==> config.mk <==
export PLATFORM = sky130hd
export DESIGN_NAME = mem_bus_ctrl_flat
export DESIGN_NICKNAME = d
export VERILOG_FILES = /design/src/rtl/mem_bus_ctrl_pkg.sv /design/src/rtl/mem_bus_ctrl_if.sv /design/src/rtl/mem_bus_ctrl.sv /design/src/flat_wrapper.sv
export SDC_FILE = /design/constraint.sdc
export NUM_CORES = 1
export LEC_CHECK = 0
export BUFFER_PORTS_ARGS = -buffer_cell sky130_fd_sc_hd__buf_2
export CAP_MARGIN = 40
export CORE_UTILIZATION = 30
export DETAILED_ROUTE_END_ITERATION = 16
export SLEW_MARGIN = 20
export SYNTH_ARGS = -nofsm -noshare
export SYNTH_HDL_FRONTEND = slang
export SYNTH_SLANG_ARGS = --single-unit
==> constraint.sdc <==
create_clock -name clk -period 2.9 [get_ports clk]
set_input_delay 0.58 -clock clk [delete_from_list [all_inputs] [get_ports clk]]
set_output_delay 0.58 -clock clk [all_outputs]
set_load 0.02 [all_outputs]
==> src/rtl/mem_bus_ctrl_pkg.sv <==
// rtl/mem_bus_ctrl_pkg.sv - shared widths, width codes and state encodings for mem_bus_ctrl
package mem_bus_ctrl_pkg;

    localparam int ADDR_W = 32;
    localparam int DATA_W = 32;
    localparam int BYTE_W = 8;

    // Load/store width codes; 2'b11 behaves as a word access.
    localparam logic [1:0] WIDTH_BYTE     = 2'b00;
    localparam logic [1:0] WIDTH_HALF     = 2'b01;
    localparam logic [1:0] WIDTH_WORD     = 2'b10;
    localparam logic [1:0] WIDTH_WORD_ALT = 2'b11;

    // Controller state encodings.
    localparam logic [1:0] ST_IDLE  = 2'd0;
    localparam logic [1:0] ST_READ  = 2'd1;
    localparam logic [1:0] ST_WRITE = 2'd2;
    localparam logic [1:0] ST_DONE  = 2'd3;

    // Which requester owns the transaction in flight.
    typedef enum logic {
        SRC_IF = 1'b0,
        SRC_LS = 1'b1
    } src_e;

    // Number of bytes moved for a load/store width code.
    function automatic logic [2:0] byte_count(input logic [1:0] width);
        case (width)
            WIDTH_BYTE: return 3'd1;
            WIDTH_HALF: return 3'd2;
            default:    return 3'd4;
        endcase
    endfunction

endpackage

==> src/rtl/mem_bus_ctrl_if.sv <==
// rtl/mem_bus_ctrl_if.sv - fetch, load/store and byte-memory bus signals of mem_bus_ctrl
interface mem_bus_ctrl_if;
    import mem_bus_ctrl_pkg::*;

    logic                if_req;
    logic [ADDR_W-1:0]   if_addr;
    logic                if_done;
    logic [DATA_W-1:0]   if_data;

    logic                ls_req;
    logic                ls_we;
    logic [ADDR_W-1:0]   ls_addr;
    logic [1:0]          ls_width;
    logic [DATA_W-1:0]   ls_wdata;
    logic                ls_done;
    logic [DATA_W-1:0]   ls_rdata;

    logic [BYTE_W-1:0]   mem_din;
    logic [BYTE_W-1:0]   mem_dout;
    logic [ADDR_W-1:0]   mem_a;
    logic                mem_wr;

    // Controller side.
    modport master (
        input  if_req, if_addr, ls_req, ls_we, ls_addr, ls_width, ls_wdata, mem_din,
        output if_done, if_data, ls_done, ls_rdata, mem_dout, mem_a, mem_wr
    );

    // Requester and memory side.
    modport slave (
        output if_req, if_addr, ls_req, ls_we, ls_addr, ls_width, ls_wdata, mem_din,
        input  if_done, if_data, ls_done, ls_rdata, mem_dout, mem_a, mem_wr
    );

endinterface

==> src/rtl/mem_bus_ctrl.sv <==
// rtl/mem_bus_ctrl.sv - byte-serial memory controller arbitrating instruction fetch and load/store
module mem_bus_ctrl
    import mem_bus_ctrl_pkg::*;
(
    input  logic          clk,
    input  logic          rst,
    input  logic          rdy,
    mem_bus_ctrl_if.master bus
);

    logic [1:0]        state_q,    state_d;
    logic [2:0]        cnt_q,      cnt_d;
    logic [2:0]        n_q,        n_d;
    src_e              src_q,      src_d;
    logic [DATA_W-1:0] wdata_q,    wdata_d;
    logic [DATA_W-1:0] asm_q,      asm_d;
    logic [ADDR_W-1:0] mem_a_q,    mem_a_d;
    logic [BYTE_W-1:0] mem_dout_q, mem_dout_d;
    logic              mem_wr_q,   mem_wr_d;
    logic              if_done_q,  if_done_d;
    logic              ls_done_q,  ls_done_d;
    logic [DATA_W-1:0] if_data_q,  if_data_d;
    logic [DATA_W-1:0] ls_rdata_q, ls_rdata_d;

    // In READ, cnt counts cycles since acceptance; memory returns a byte one
    // cycle after its address, so the byte landing now belongs to lane cnt-1.
    logic [2:0] cnt_inc;
    logic [1:0] rd_lane;
    assign cnt_inc = cnt_q + 3'd1;
    assign rd_lane = cnt_q[1:0] - 2'd1;

    // Next-state logic: accept, step bytes, finish; everything holds while rdy is low.
    always_comb begin
        state_d    = state_q;
        cnt_d      = cnt_q;
        n_d        = n_q;
        src_d      = src_q;
        wdata_d    = wdata_q;
        asm_d      = asm_q;
        mem_a_d    = mem_a_q;
        mem_dout_d = mem_dout_q;
        mem_wr_d   = mem_wr_q;
        if_done_d  = if_done_q;
        ls_done_d  = ls_done_q;
        if_data_d  = if_data_q;
        ls_rdata_d = ls_rdata_q;

        if (rdy) begin
            if_done_d = 1'b0;
            ls_done_d = 1'b0;
            case (state_q)
                ST_IDLE: begin
                    if (bus.ls_req) begin
                        src_d   = SRC_LS;
                        n_d     = byte_count(bus.ls_width);
                        wdata_d = bus.ls_wdata;
                        asm_d   = '0;
                        cnt_d   = 3'd0;
                        mem_a_d = bus.ls_addr;
                        if (bus.ls_we) begin
                            state_d    = ST_WRITE;
                            mem_wr_d   = 1'b1;
                            mem_dout_d = bus.ls_wdata[BYTE_W-1:0];
                        end else begin
                            state_d = ST_READ;
                        end
                    end else if (bus.if_req) begin
                        src_d   = SRC_IF;
                        n_d     = 3'd4;
                        asm_d   = '0;
                        cnt_d   = 3'd0;
                        mem_a_d = bus.if_addr;
                        state_d = ST_READ;
                    end
                end
                ST_READ: begin
                    if (cnt_q != 3'd0) begin
                        asm_d[{rd_lane, 3'b000} +: BYTE_W] = bus.mem_din;
                    end
                    if (cnt_q == n_q) begin
                        state_d = ST_DONE;
                        mem_a_d = '0;
                        if (src_q == SRC_LS) begin
                            ls_done_d  = 1'b1;
                            ls_rdata_d = asm_d;
                        end else begin
                            if_done_d = 1'b1;
                            if_data_d = asm_d;
                        end
                    end else begin
                        cnt_d = cnt_inc;
                        if (cnt_inc < n_q) begin
                            mem_a_d = mem_a_q + 32'd1;
                        end
                    end
                end
                ST_WRITE: begin
                    if (cnt_inc == n_q) begin
                        state_d    = ST_DONE;
                        mem_wr_d   = 1'b0;
                        mem_a_d    = '0;
                        mem_dout_d = '0;
                        ls_done_d  = 1'b1;
                    end else begin
                        cnt_d      = cnt_inc;
                        mem_a_d    = mem_a_q + 32'd1;
                        mem_dout_d = wdata_q[{cnt_inc[1:0], 3'b000} +: BYTE_W];
                    end
                end
                default: begin
                    state_d = ST_IDLE;
                    cnt_d   = 3'd0;
                end
            endcase
        end
    end

    // State registers; reset aborts any transaction without a done pulse.
    always_ff @(posedge clk or negedge rst) begin
        if (!rst) begin
            state_q    <= ST_IDLE;
            cnt_q      <= 3'd0;
            n_q        <= 3'd0;
            src_q      <= SRC_IF;
            wdata_q    <= '0;
            asm_q      <= '0;
            mem_a_q    <= '0;
            mem_dout_q <= '0;
            mem_wr_q   <= 1'b0;
            if_done_q  <= 1'b0;
            ls_done_q  <= 1'b0;
            if_data_q  <= '0;
            ls_rdata_q <= '0;
        end else begin
            state_q    <= state_d;
            cnt_q      <= cnt_d;
            n_q        <= n_d;
            src_q      <= src_d;
            wdata_q    <= wdata_d;
            asm_q      <= asm_d;
            mem_a_q    <= mem_a_d;
            mem_dout_q <= mem_dout_d;
            mem_wr_q   <= mem_wr_d;
            if_done_q  <= if_done_d;
            ls_done_q  <= ls_done_d;
            if_data_q  <= if_data_d;
            ls_rdata_q <= ls_rdata_d;
        end
    end

    // Write strobe is masked while frozen so a stalled byte is not written twice.
    assign bus.mem_wr   = mem_wr_q & rdy;
    assign bus.mem_a    = mem_a_q;
    assign bus.mem_dout = mem_dout_q;
    assign bus.if_done  = if_done_q;
    assign bus.if_data  = if_data_q;
    assign bus.ls_done  = ls_done_q;
    assign bus.ls_rdata = ls_rdata_q;

endmodule

==> src/flat_wrapper.sv <==
// flat-port wrapper written by rule: the top's interface ports become plain ports
module mem_bus_ctrl_flat import mem_bus_ctrl_pkg::*;
  (clk, rst, rdy, bus_if_req, bus_if_addr, bus_ls_req, bus_ls_we, bus_ls_addr, bus_ls_width, bus_ls_wdata, bus_mem_din, bus_if_done, bus_if_data, bus_ls_done, bus_ls_rdata, bus_mem_dout, bus_mem_a, bus_mem_wr);
  mem_bus_ctrl_if bus_i ();
  input  logic clk;
  input  logic rst;
  input  logic rdy;
  input wire logic [$bits(bus_i.if_req)-1:0] bus_if_req;
  input wire logic [$bits(bus_i.if_addr)-1:0] bus_if_addr;
  input wire logic [$bits(bus_i.ls_req)-1:0] bus_ls_req;
  input wire logic [$bits(bus_i.ls_we)-1:0] bus_ls_we;
  input wire logic [$bits(bus_i.ls_addr)-1:0] bus_ls_addr;
  input wire logic [$bits(bus_i.ls_width)-1:0] bus_ls_width;
  input wire logic [$bits(bus_i.ls_wdata)-1:0] bus_ls_wdata;
  input wire logic [$bits(bus_i.mem_din)-1:0] bus_mem_din;
  output wire logic [$bits(bus_i.if_done)-1:0] bus_if_done;
  output wire logic [$bits(bus_i.if_data)-1:0] bus_if_data;
  output wire logic [$bits(bus_i.ls_done)-1:0] bus_ls_done;
  output wire logic [$bits(bus_i.ls_rdata)-1:0] bus_ls_rdata;
  output wire logic [$bits(bus_i.mem_dout)-1:0] bus_mem_dout;
  output wire logic [$bits(bus_i.mem_a)-1:0] bus_mem_a;
  output wire logic [$bits(bus_i.mem_wr)-1:0] bus_mem_wr;
  assign bus_i.if_req = bus_if_req;
  assign bus_i.if_addr = bus_if_addr;
  assign bus_i.ls_req = bus_ls_req;
  assign bus_i.ls_we = bus_ls_we;
  assign bus_i.ls_addr = bus_ls_addr;
  assign bus_i.ls_width = bus_ls_width;
  assign bus_i.ls_wdata = bus_ls_wdata;
  assign bus_i.mem_din = bus_mem_din;
  assign bus_if_done = bus_i.if_done;
  assign bus_if_data = bus_i.if_data;
  assign bus_ls_done = bus_i.ls_done;
  assign bus_ls_rdata = bus_i.ls_rdata;
  assign bus_mem_dout = bus_i.mem_dout;
  assign bus_mem_a = bus_i.mem_a;
  assign bus_mem_wr = bus_i.mem_wr;
  mem_bus_ctrl u_core (.clk(clk), .rst(rst), .rdy(rdy), .bus(bus_i));
endmodule
# Yosys cells after proc, flatten, opt, wreduce, memory -nomap -nowiden

Index checks and enable logic that the tools add are counted.

Reduce and logical (&&, ||, !) cells: 17
Multiplexer cells: 42
Bitwise gates (word level): 2
$add $sub $neg: 4
Order comparisons: 1
Equal/unequal tests: 13
Shift-type cells: 3

Operator list:

| cell                                                                    | count |
|---|---|
| 32-bit 2-to-1 mux                                                       | 8 |
| 32-bit case mux with 3 select lines                                     | 1 |
| 32-bit case mux with 2 select lines                                     | 1 |
| 32-bit by 1-bit adder with 32-bit output (second input constant)        | 1 |
| 32-bit bitwise mux                                                      | 1 |
| 8-bit by 7-bit variable shift with 32-bit output (first input constant) | 1 |
| 32-bit by 6-bit variable part select with 8-bit output                  | 1 |
| 8-bit by 7-bit variable part select with 32-bit output                  | 1 |
| 8-bit 2-to-1 mux                                                        | 3 |
| 4-bit AND reduction                                                     | 6 |
| 3-bit 2-to-1 mux                                                        | 6 |
| 8-bit case mux with 2 select lines                                      | 1 |
| 1-bit 2-to-1 mux                                                        | 11 |
| 2-bit 2-to-1 mux                                                        | 5 |
| 3-bit case mux with 3 select lines                                      | 1 |
| 3-bit AND reduction                                                     | 3 |
| 2-bit inequality test (second input constant)                           | 4 |
| 5-bit negator with 7-bit output                                         | 1 |
| 3-bit == test                                                           | 2 |
| 2-bit case mux with 3 select lines                                      | 1 |
| 3-bit case mux with 2 select lines                                      | 1 |
| 2-bit nonzero test                                                      | 3 |
| 3-bit nonzero test                                                      | 2 |
| 5-bit AND reduction                                                     | 1 |
| 12 further kinds                                                        | 16 |

Bits in registers: 180
Word-level logic and storage cells: 95
Output and inout bits: 107
Input bits: 112

# Longest topological paths before layout

Gate-level depths: netlist (run 1).

Depth after elaboration: 6
Gate-level depth with buffers: 12
Mapped depth without buffers: 8

# Worst setup path before layout (run 1)

OpenSTA, ideal clock, no wires.

Kind: register to register
Start: register u_core.cnt_q[0]
End: register u_core.mem_a_q[28], in the netlist u_core.bus.mem_a[28]
Data required time: 2813 ps
Setup slack: -72 ps
Library setup time: 87 ps
Path buffers: 4
Cell stages (with the launch flop): 13
Arrival time: 2886 ps
Cell sequence: dfrtp_1 buf_2 buf_2 inv_2 ha_1 ha_1 and3_1 nor2_1 clkbuf_1 o21a_1 clkbuf_1 nand4_1 o211ai_1

Word-level cells in the longest chain between the ends: 4
Elaborated cells between the ends (all ways): 9

Ends and longest elaborated chain:

| element                                                                                                       | RTL line                               | source |
|---|---|---|
| start: declaration                                                                                            | mem_bus_ctrl.sv:12                     | `logic [2:0] cnt_q, cnt_d;` |
| start signal: assignment                                                                                      | mem_bus_ctrl.sv:136                    | `cnt_q <= cnt_d;` |
| 3-bit by 1-bit adder with 3-bit output                                                                        | mem_bus_ctrl.sv:29                     | `assign cnt_inc = cnt_q + 3'd1;` |
| 3-bit < comparator / 3-bit == test (equally long branches)                                                    | mem_bus_ctrl.sv:92, mem_bus_ctrl.sv:98 |  |
| 3-bit by 1-bit inequality test with 1-bit output (no source line) / 32-bit 2-to-1 mux (equally long branches) | --                                     |  |
| 4-bit AND reduction (no source line) / 32-bit case mux with 3 select lines (equally long branches)            | --                                     |  |
| end signal: assignment                                                                                        | mem_bus_ctrl.sv:141                    | `mem_a_q <= mem_a_d;` |
| end: declaration                                                                                              | mem_bus_ctrl.sv:17                     | `logic [ADDR_W-1:0] mem_a_q, mem_a_d;` |

Parallel ways exist; a longest one is shown, timed or not.
A chain may end at the register's enable or synchronous reset.

# Worst setup path after layout (run 1)

Start: register u_core.cnt_q[1]
End: register u_core.mem_a_q[28], in the netlist u_core.bus.mem_a[28]

The elaborated chain is that of the path after synthesis.

==> results of run 1 <==
[per-layer routing]
layer  wire (um)  part of all wire, %  vias up  global-route usage, %
li1            -                    -     3615                      -
met1       11500                   46     3617                  23.19
met2       11830                   47      238                  27.76
met3        1419                  5.7       16                  3.892
met4         190                 0.76        2                  3.835
met5          13                0.052        -                      0
[worst paths after layout]
path / start / to / slack, ns / depth (start not counted)
worst min register to register: u_core.bus.ls_rdata[8]$_DFFE_PN0P_ / u_core.bus.ls_rdata[8]$_DFFE_PN0P_ / 0.48 / 2
max in group asynchronous: rst / u_core.wdata_q[27]$_DFFE_PN0P_ / 2.03 / 2
worst min-delay path: rst / u_core.bus.ls_rdata[12]$_DFFE_PN0P_ / 0.14 / 1
min in group clk: bus_ls_width[1] / u_core.n_q[0]$_DFFE_PN0P_ / 0.35 / 2
worst max-delay path: u_core.cnt_q[1]$_DFFE_PN0P_ / u_core.bus.mem_a[28]$_DFFE_PN0P_ / 0.34 / 9
worst max register to register: u_core.cnt_q[1]$_DFFE_PN0P_ / u_core.bus.mem_a[28]$_DFFE_PN0P_ / 0.34 / 9
[layout make-up]
| class | count | area share, % |
|---|---|---|
| flip-flops and latches | 180 | 41.06 |
| clock inverters | 14 | 1.665 |
| inverters | 30 | 1.152 |
| clock buffers | 18 | 4.003 |
| multi-input cells | 606 | 35.57 |
| well taps | 384 | 4.380 |
| repair buffers | 243 | 12.17 |
[worst reg2reg max path, stage by stage, from the launching register on]
cell and delay (ns):
dfrtp_1 0.44, ha_1 0.25, xor2_1 0.15, ha_1 0.32
and3_1 0.22, nor2_1 0.21, o21a_1 0.14, buf_4 0.32
nand4_1 0.22, o211ai_1 0.21
[kinds of logic after synthesis]
| family | synth area share (%) |
|---|---|
| buffers and inverters | 4.101 |
| DFF | 51.44 |
| muxes | 10.40 |
| and+or+nand+nor | 13.59 |
| adders and majority gates | 2.001 |
| xor gates and xnor gates | 0.3001 |
| AOI/OAI and AO/OA | 18.16 |
[where the power goes]
| part | total [W] | internal, W | switching (W) | leakage (nW) |
|---|---|---|---|---|
| Combinational | 0.00455 | 0.00171 | 0.00283 | 2.43 |
| Sequential | 0.00389 | 0.00327 | 0.000621 | 2.35 |
| Clock | 0.00244 | 0.00134 | 0.00110 | 0.298 |
[sequential cells by signal, summed over array words and instances, names as in the netlist]
| register | flops |
|---|---|
| u_core.asm_q | 32 |
| u_core.bus.if_data | 32 |
| u_core.bus.ls_rdata | 32 |
| u_core.bus.mem_a | 32 |
| u_core.wdata_q | 32 |
| u_core.bus.mem_dout | 8 |
| u_core.cnt_q | 3 |
| u_core.n_q | 3 |
| u_core.state_q | 2 |
| u_core.bus.if_done | 1 |
| u_core.bus.ls_done | 1 |
| u_core.mem_wr_q | 1 |
| u_core.src_q | 1 |
[layout by cell type, fill, tap and decap left out, types with 14 or more instances in the layout]
master	n
a21oi_1	73
a22o_1	15
a22oi_1	16
buf_2	218
buf_4	20
clkbuf_16	17
dfrtp_1	180
ha_1	14
inv_1	26
mux2_1	28
mux2i_1	28
nand2_1	82
nand3_1	42
nor2_1	55
nor3_1	27
o21ai_0	26
o21ai_1	58
o22ai_1	15
[per-stage QoR]
step                      power (W)  utilization (%)  cells  cell area (sq um)
after floorplan            0.006921                -    876               8757
after global placement     0.008405            35.97   1441              10320
after detailed placement   0.008512            36.04   1442              10340
after CTS                   0.01100            38.20   1474              10970
after global routing        0.01163            38.22   1475              10970
final                       0.01088            38.22   1475              10970
==> results.py, run 1 <==
metrics = {
    "critical_path": {
        "cp_max_fo": 30,
        "arrival_ns": 2.91,
        "cp_data_required_time_ns": 3.24,
        "slowest_stage": "dfrtp_1",
        "crit_top_cell": "ha_1",
        "max_stage_delay_ns": 0.44,
        "path_delay_family": "simple AND/OR/NAND/NOR gates",
        "endpoint_kind": "flop",
        "crit_type": "flop to flop",
        "crit_buf_inv": 1,
        "crit_path_start_kind": "flop",
        "crit_chain": "ha_1 > xor2_1 > ha_1 > and3_1 > nor2_1 > o21a_1 > buf_4 > nand4_1 > o211ai_1",
    },
    "timing": {
        "setup-violations-final": 0,
        "grt_setup_unrepaired": "false",
        "tightest_slew_ns": 0.6848,
        "finalCriticalPeriod_ns": 2.561,
        "tns_ns": 0,
        "fin_crit_sh_pct": 88.31,
        "setup_ws_ns": 0.3390,
        "relSlewSlack_pct": 53.99,
        "slew_violations": 0,
        "hold_slack_ns": 0.1439,
        "report.final.hold_viol_count": 0,
        "skew_ns": 0.01948,
        "fmax_mhz": 390.5,
    },
    "yosys": {
        "yosys_most_used_dff": "dfrtp_1",
        "syn_nets": 1002,
        "synth-edff-count": 0,
        "ys_seq_area_share_pct": 51.44,
        "synth.ff_latch_count": 180,
        "synth_commonest_cells": "dfrtp_1 (180), nand2_1 (82), a21oi_1 (73)",
        "yosysTopAreaCellShare_pct": 51.44,
        "async_reset_ff_share_pct": 100.0,
        "ys_types": 54,
        "synth_area_sq_um": 8756,
        "yosysTopAreaCell": "dfrtp_1",
        "avgSynthCellArea_sq_um": 9.995,
        "post_synth_inst_count": 876,
        "synth.most_common_cell": "dfrtp_1",
        "ys_top_cells_by_area": "dfrtp_1 (51%), a21oi_1 (4.2%), mux2_1 (3.6%), nand2_1 (3.5%), o21ai_1 (3.4%)",
        "yosys_warnings": 0,
    },
    "die": {
        "die_height_um": 172.8,
        "io_pins": 219,
        "core_area_sq_um": 28700,
        "die_area_sq_um": 29870,
        "row_count": 62,
        "start_util_pct": 30.51,
        "die_width_um": 172.8,
    },
    "final_layout": {
        "drive_gt1_share_pct": 27.96,
        "nFillCells": 2945,
        "ff_latch_area_sq_um": 4504,
        "multi_input_area_sq_um": 3902,
        "diodes": 0,
        "area_delta_synth_final_pct": 25.29,
        "nNetsFinal": 1204,
    },
    "grt": {
        "grt_max_degree": 69,
        "grt-ovfl-total": 0,
        "grt_pass1_vias": 7406,
        "grt_pass1_wl_mm": 40.62,
        "grt_antenna_before_repair": 1,
        "track_usage_pct": 17.09,
    },
    "pwr": {
        "leakage_nw": 5.075,
        "ir_worst_vdd_v": 0.0004032,
        "power_density_nw_per_um2": 991.7,
    },
    "cts": {
        "numCtsBuffers": 17,
        "cts.htree.levels": 4,
        "clk_pin_slew_ns": 0.07,
        "hold_buffers": 0,
        "cts_resized": 0,
        "postCtsSetupRepairBufs": 0,
        "cts.sinks": 180,
        "cts-root-to-sink-buffers": 2,
        "clock_latency_ns": 0.44,
        "clockRootBuffer": "clkbuf_16",
        "cts_tree": "built",
    },
    "route": {
        "firstDrtPassIters": 5,
        "wl_mm": 24.95,
        "drtIter0Drc": 430,
        "vias_per_cell": 5.077,
        "drcViolationCount": 0,
        "vias": 7488,
        "wire_per_inst_um": 16.92,
        "postRouteAntennaNets": 0,
    },
    "placement": {
        "port_buffers": 218,
        "preCtsSetupSlack_ns": 0.3529,
        "hpwl_mm": 18.04,
        "place.gp.congestion": 0.8384,
    },
    "job": {
        "drv_cap": 0,
    },
    "min_path": {
        "hold_path_class": "primary input to async pin",
    },
    "outcome": {
        "outcome": "finished clean",
    },
}
(Power assumes the default switching activity.)
==> run 2, diff against run 1 <==
Settings changed: SETUP_SLACK_MARGIN set to 0.02.
Clock period 2.9 ns to 2.7 ns, I/O delays scaled along.
==> results.py, run 2 (same netlist as run 1, synthesis figures left out) <==
metrics = {
    "outcome": {
        "outcome": "finished clean",
    },
    "grt": {
        "grt_max_degree": 66,
        "grt_pass1_vias": 7121,
        "grt-ovfl-total": 0,
        "grt_pass1_wl_mm": 40.01,
        "grt_antenna_before_repair": 0,
        "track_usage_pct": 17.08,
    },
    "route": {
        "wire_per_inst_um": 16.92,
        "firstDrtPassIters": 5,
        "wl_mm": 25.02,
        "drcViolationCount": 0,
        "vias_per_cell": 5.055,
        "drtIter0Drc": 439,
        "vias": 7477,
        "postRouteAntennaNets": 0,
    },
    "die": {
        "die_width_um": 172.8,
        "core_area_sq_um": 28700,
        "die_height_um": 172.8,
        "start_util_pct": 30.51,
        "row_count": 62,
        "die_area_sq_um": 29870,
        "io_pins": 219,
    },
    "timing": {
        "fmax_mhz": 401.4,
        "slew_violations": 0,
        "report.final.hold_viol_count": 0,
        "relSlewSlack_pct": 44.23,
        "setup-violations-final": 0,
        "skew_ns": 0.01166,
        "fin_crit_sh_pct": 92.27,
        "tightest_slew_ns": 0.8302,
        "finalCriticalPeriod_ns": 2.491,
        "grt_setup_unrepaired": "false",
        "tns_ns": 0,
    },
    "critical_path": {
        "slowest_stage": "dfrtp_1",
        "max_stage_delay_ns": 0.44,
        "r2r_slack_ns": 0.21,
        "cp_data_required_time_ns": 3.05,
        "cp_max_fo": 16,
        "crit_chain": "ha_1 > xor2_1 > ha_1 > and3_1 > nor2_2 > o21ai_2 > buf_4 > o32a_1 > o22ai_1",
        "crit_type": "flop to flop",
        "crit_path_start_kind": "flop",
        "r2r-end": "u_core.bus.mem_a[5]$_DFFE_PN0P_",
        "crit_top_cell": "ha_1",
        "worst-r2r-cell-count": 9,
        "crit-reg2reg-launch": "u_core.cnt_q[1]$_DFFE_PN0P_",
        "path_delay_family": "compound AO/OA/AOI/OAI gates",
        "arrival_ns": 2.84,
        "crit_buf_inv": 1,
        "endpoint_kind": "flop",
    },
    "cts": {
        "hold_buffers": 0,
        "clock_latency_ns": 0.43,
        "cts_tree": "built",
        "cts.sinks": 180,
        "clockRootBuffer": "clkbuf_16",
        "cts-root-to-sink-buffers": 2,
        "clk_pin_slew_ns": 0.07,
        "cts.htree.levels": 4,
        "numCtsBuffers": 17,
    },
    "placement": {
        "port_buffers": 218,
        "hpwl_mm": 17.92,
        "place.gp.congestion": 0.8362,
    },
    "min_path": {
        "hold_path_class": "primary input to async pin",
    },
    "final_layout": {
        "nNetsFinal": 1208,
        "diodes": 0,
        "area_delta_synth_final_pct": 25.44,
        "final_common_cell": "buf_2",
        "drive_gt1_share_pct": 28.22,
        "utilization_pct": 38.27,
        "layout_common_cells": "buf_2 (217), dfrtp_1 (180), nand2_1 (82), a21oi_1 (73), o21ai_1 (58)",
    },
    "job": {
        "drv_cap": 0,
    },
    "pwr": {
        "power_density_nw_per_um2": 1063,
        "ir_worst_vdd_v": 0.0005070,
        "leakage_nw": 5.083,
    },
}
-- run 2: changes by cell type in the layout (fill, tap and decap cells not counted) --
cell | before | now
nor2_2 | 0 | 1
buf_12 | 4 | 6
buf_4 | 20 | 23
buf_2 | 218 | 217
clkbuf_8 | 2 | 1
inv_6 | 6 | 7
clkbuf_1 | 0 | 1
buf_6 | 0 | 1
bufinv_16 | 2 | 1
clkinv_8 | 2 | 0
clkinv_2 | 0 | 1
nor2_1 | 55 | 54
-- run 2: final cells by class --
class	count	area, sq um
multi-input cells	606	3905
well taps	384	480.5
repair buffers	247	1390
flip-flops and latches	180	4504
fillers	2930	17720
clock buffers	19	442.9
clock inverters	13	133.9
inverters	30	126.4
-- run 2: where the power goes --
| part | total [W] | internal [W] | switching [W] |
|---|---|---|---|
| combinational | 0.00502 | 0.00193 | 0.00309 |
| clock | 0.00250 | 0.00133 | 0.00117 |
| sequential | 0.00415 | 0.00352 | 0.000639 |
-- run 2: stage by stage --
| stage | area, sq um | hold slack (ns) | setup WS, ns | instances | total power (W) |
|---|---|---|---|---|---|
| floorplan | 8768 | 0.2444 | 0.06641 | 876 | 0.007456 |
| global placement | 10400 | 0.4621 | 0.1850 | 1447 | 0.009129 |
| detailed placement | 10400 | 0.4698 | 0.1527 | 1447 | 0.009218 |
| CTS | 10980 | 0.1304 | 0.1162 | 1479 | 0.01176 |
| global route | 10980 | 0.1474 | 0.03567 | 1479 | 0.01246 |
| finish | 10980 | 0.1161 | 0.2087 | 1479 | 0.01168 |
-- run 2: worst max-delay path by stage --
stage                                        to  slack (ns)  cells after the start                        start
3_5_place_dp   u_core.bus.mem_a[24]$_DFFE_PN0P_        0.15                      9  u_core.cnt_q[1]$_DFFE_PN0P_
3_3_place_gp   u_core.bus.mem_a[24]$_DFFE_PN0P_        0.18                      9  u_core.cnt_q[1]$_DFFE_PN0P_
4_1_cts        u_core.bus.mem_a[10]$_DFFE_PN0P_        0.12                      9  u_core.cnt_q[1]$_DFFE_PN0P_
2_1_floorplan  u_core.bus.mem_a[15]$_DFFE_PN0P_        0.07                     11  u_core.cnt_q[0]$_DFFE_PN0P_
5_1_grt         u_core.bus.mem_a[5]$_DFFE_PN0P_        0.04                      9  u_core.cnt_q[1]$_DFFE_PN0P_
6_report        u_core.bus.mem_a[5]$_DFFE_PN0P_        0.21                      9  u_core.cnt_q[1]$_DFFE_PN0P_
-- run 2: what timing repair did --
action	CTS	global route
endpoints found under the setup margin	0	12
setup buffers	0	0
resized for setup	0	1
-- run 2: layer usage --
layer | share of wire, % | vias to the layer above | GRT usage, %
met5 | 0 | - | 0
met2 | 46 | 238 | 26.86
met1 | 47 | 3616 | 23.91
met3 | 5.2 | 14 | 3.342
li1 | - | 3609 | -
met4 | 1.1 | 0 | 4.683
==> run 3, diff against run 2 <==
Settings changed: MAX_ROUTING_LAYER set to met4.
==> results.py, run 3 (same netlist as run 1, synthesis figures left out) <==
metrics = {
    "outcome": {
        "outcome": "finished clean",
    },
    "cts": {
        "hold_buffers": 0,
        "postCtsSetupRepairBufs": 0,
        "clockRootBuffer": "clkbuf_16",
        "cts.htree.levels": 4,
        "clock_latency_ns": 0.43,
        "clk_pin_slew_ns": 0.07,
        "numCtsBuffers": 17,
        "cts_tree": "built",
        "cts.sinks": 180,
        "cts-root-to-sink-buffers": 2,
        "cts_resized": 0,
    },
    "die": {
        "start_util_pct": 30.51,
        "die_width_um": 172.8,
        "io_pins": 219,
        "die_area_sq_um": 29870,
        "core_area_sq_um": 28700,
        "row_count": 62,
        "die_height_um": 172.8,
    },
    "route": {
        "wl_met2_mm": 11.64,
        "wl_met1_mm": 11.87,
        "vias": 7502,
        "postRouteAntennaNets": 0,
        "maxUsedRoutingLayer": "met4",
        "wl_mm": 25.03,
        "drtIter0Drc": 436,
        "drcViolationCount": 0,
        "vias_per_cell": 5.072,
        "dr_wl_met3_mm": 1.226,
        "firstDrtPassIters": 5,
        "wire_per_inst_um": 16.92,
    },
    "timing": {
        "skew_ns": 0.01166,
        "fmax_mhz": 401.1,
        "report.final.hold_viol_count": 0,
        "hold_slack_ns": 0.09089,
        "setup-violations-final": 0,
        "slew_violations": 0,
        "tightest_slew_ns": 0.8406,
        "relSlewSlack_pct": 43.53,
        "tns_ns": 0,
        "grt_setup_unrepaired": "false",
        "finalCriticalPeriod_ns": 2.493,
        "fin_crit_sh_pct": 92.34,
        "setup_ws_ns": 0.2068,
    },
    "critical_path": {
        "crit_path_start_kind": "flop",
        "path_delay_family": "compound AO/OA/AOI/OAI gates",
        "cp_data_required_time_ns": 3.05,
        "max_stage_delay_ns": 0.44,
        "crit_chain": "ha_1 > xor2_1 > ha_1 > and3_1 > nor2_2 > o21ai_2 > buf_4 > o32a_1 > o22ai_1",
        "endpoint_kind": "flop",
        "slowest_stage": "dfrtp_1",
        "arrival_ns": 2.84,
        "crit_type": "flop to flop",
        "crit_buf_inv": 1,
        "crit_top_cell": "ha_1",
        "cp_max_fo": 16,
    },
    "placement": {
        "port_buffers": 218,
        "hpwl_mm": 17.92,
        "preCtsSetupSlack_ns": 0.1527,
        "place.gp.congestion": 0.8491,
    },
    "grt": {
        "grt_max_degree": 66,
        "grt_antenna_before_repair": 0,
        "track_usage_pct": 17.57,
        "grt_pass1_wl_mm": 40.02,
        "grt-ovfl-total": 0,
        "grt_pass1_vias": 7121,
    },
    "pwr": {
        "power_density_nw_per_um2": 1063,
        "ir_worst_vdd_v": 0.0005083,
        "leakage_nw": 5.083,
        "total_power_w": 0.01167,
    },
    "final_layout": {
        "diodes": 0,
        "layout_common_cells": "buf_2 (217), dfrtp_1 (180), nand2_1 (82), a21oi_1 (73), o21ai_1 (58)",
        "drive_gt1_share_pct": 28.22,
        "area_delta_synth_final_pct": 25.44,
        "nNetsFinal": 1208,
        "final_common_cell": "buf_2",
    },
    "min_path": {
        "hold_path_class": "primary input to async pin",
    },
    "job": {
        "drv_cap": 0,
    },
}
run 3: worst paths after layout:
path	from	slack, ns	cells past startpoint	endpoint
setup reg to reg	u_core.cnt_q[1]$_DFFE_PN0P_	0.21	9	u_core.bus.mem_a[5]$_DFFE_PN0P_
setup / recovery	u_core.cnt_q[1]$_DFFE_PN0P_	0.21	9	u_core.bus.mem_a[5]$_DFFE_PN0P_
hold / removal	rst	0.09	1	u_core.bus.ls_rdata[15]$_DFFE_PN0P_
max in group asynchronous	rst	1.88	2	u_core.bus.mem_a[10]$_DFFE_PN0P_
hold reg to reg	u_core.bus.mem_dout[6]$_DFFE_PN0P_	0.48	2	u_core.bus.mem_dout[6]$_DFFE_PN0P_
min in group clk	bus_ls_width[1]	0.31	2	u_core.n_q[0]$_DFFE_PN0P_
run 3: per-stage QoR:
stage	cells	area (sq um)	utilization [%]
3_3_place_gp	1447	10400	36.25
4_1_cts	1479	10980	38.26
2_1_floorplan	876	8768	-
5_1_grt	1479	10980	38.27
6_report	1479	10980	38.27
3_5_place_dp	1447	10400	36.25
run 3: layer usage:
metal / vias to the layer above / GRT usage (%)
li1: 3608 / -
met3: 18 / 3.188
met1: 3641 / 23.90
met2: 235 / 26.90
met4: 0 / 4.683
met5: - / -
run 3: final cells by class:
cell class,instances,area [sq um]
timing repair buffer,247,1390
clock inverter,13,133.9
tap,384,480.5
multi-input combinational,606,3905
fill,2930,17720
inverter,30,126.4
clock buffer,19,442.9
sequential,180,4504
run 3: where the power goes:
group | total (W) | internal, W | switching [W]
Clock | 0.00250 | 0.00133 | 0.00117
Sequential | 0.00415 | 0.00352 | 0.000637
Combinational | 0.00502 | 0.00193 | 0.00310
Total | 0.0117 | 0.00677 | 0.00490
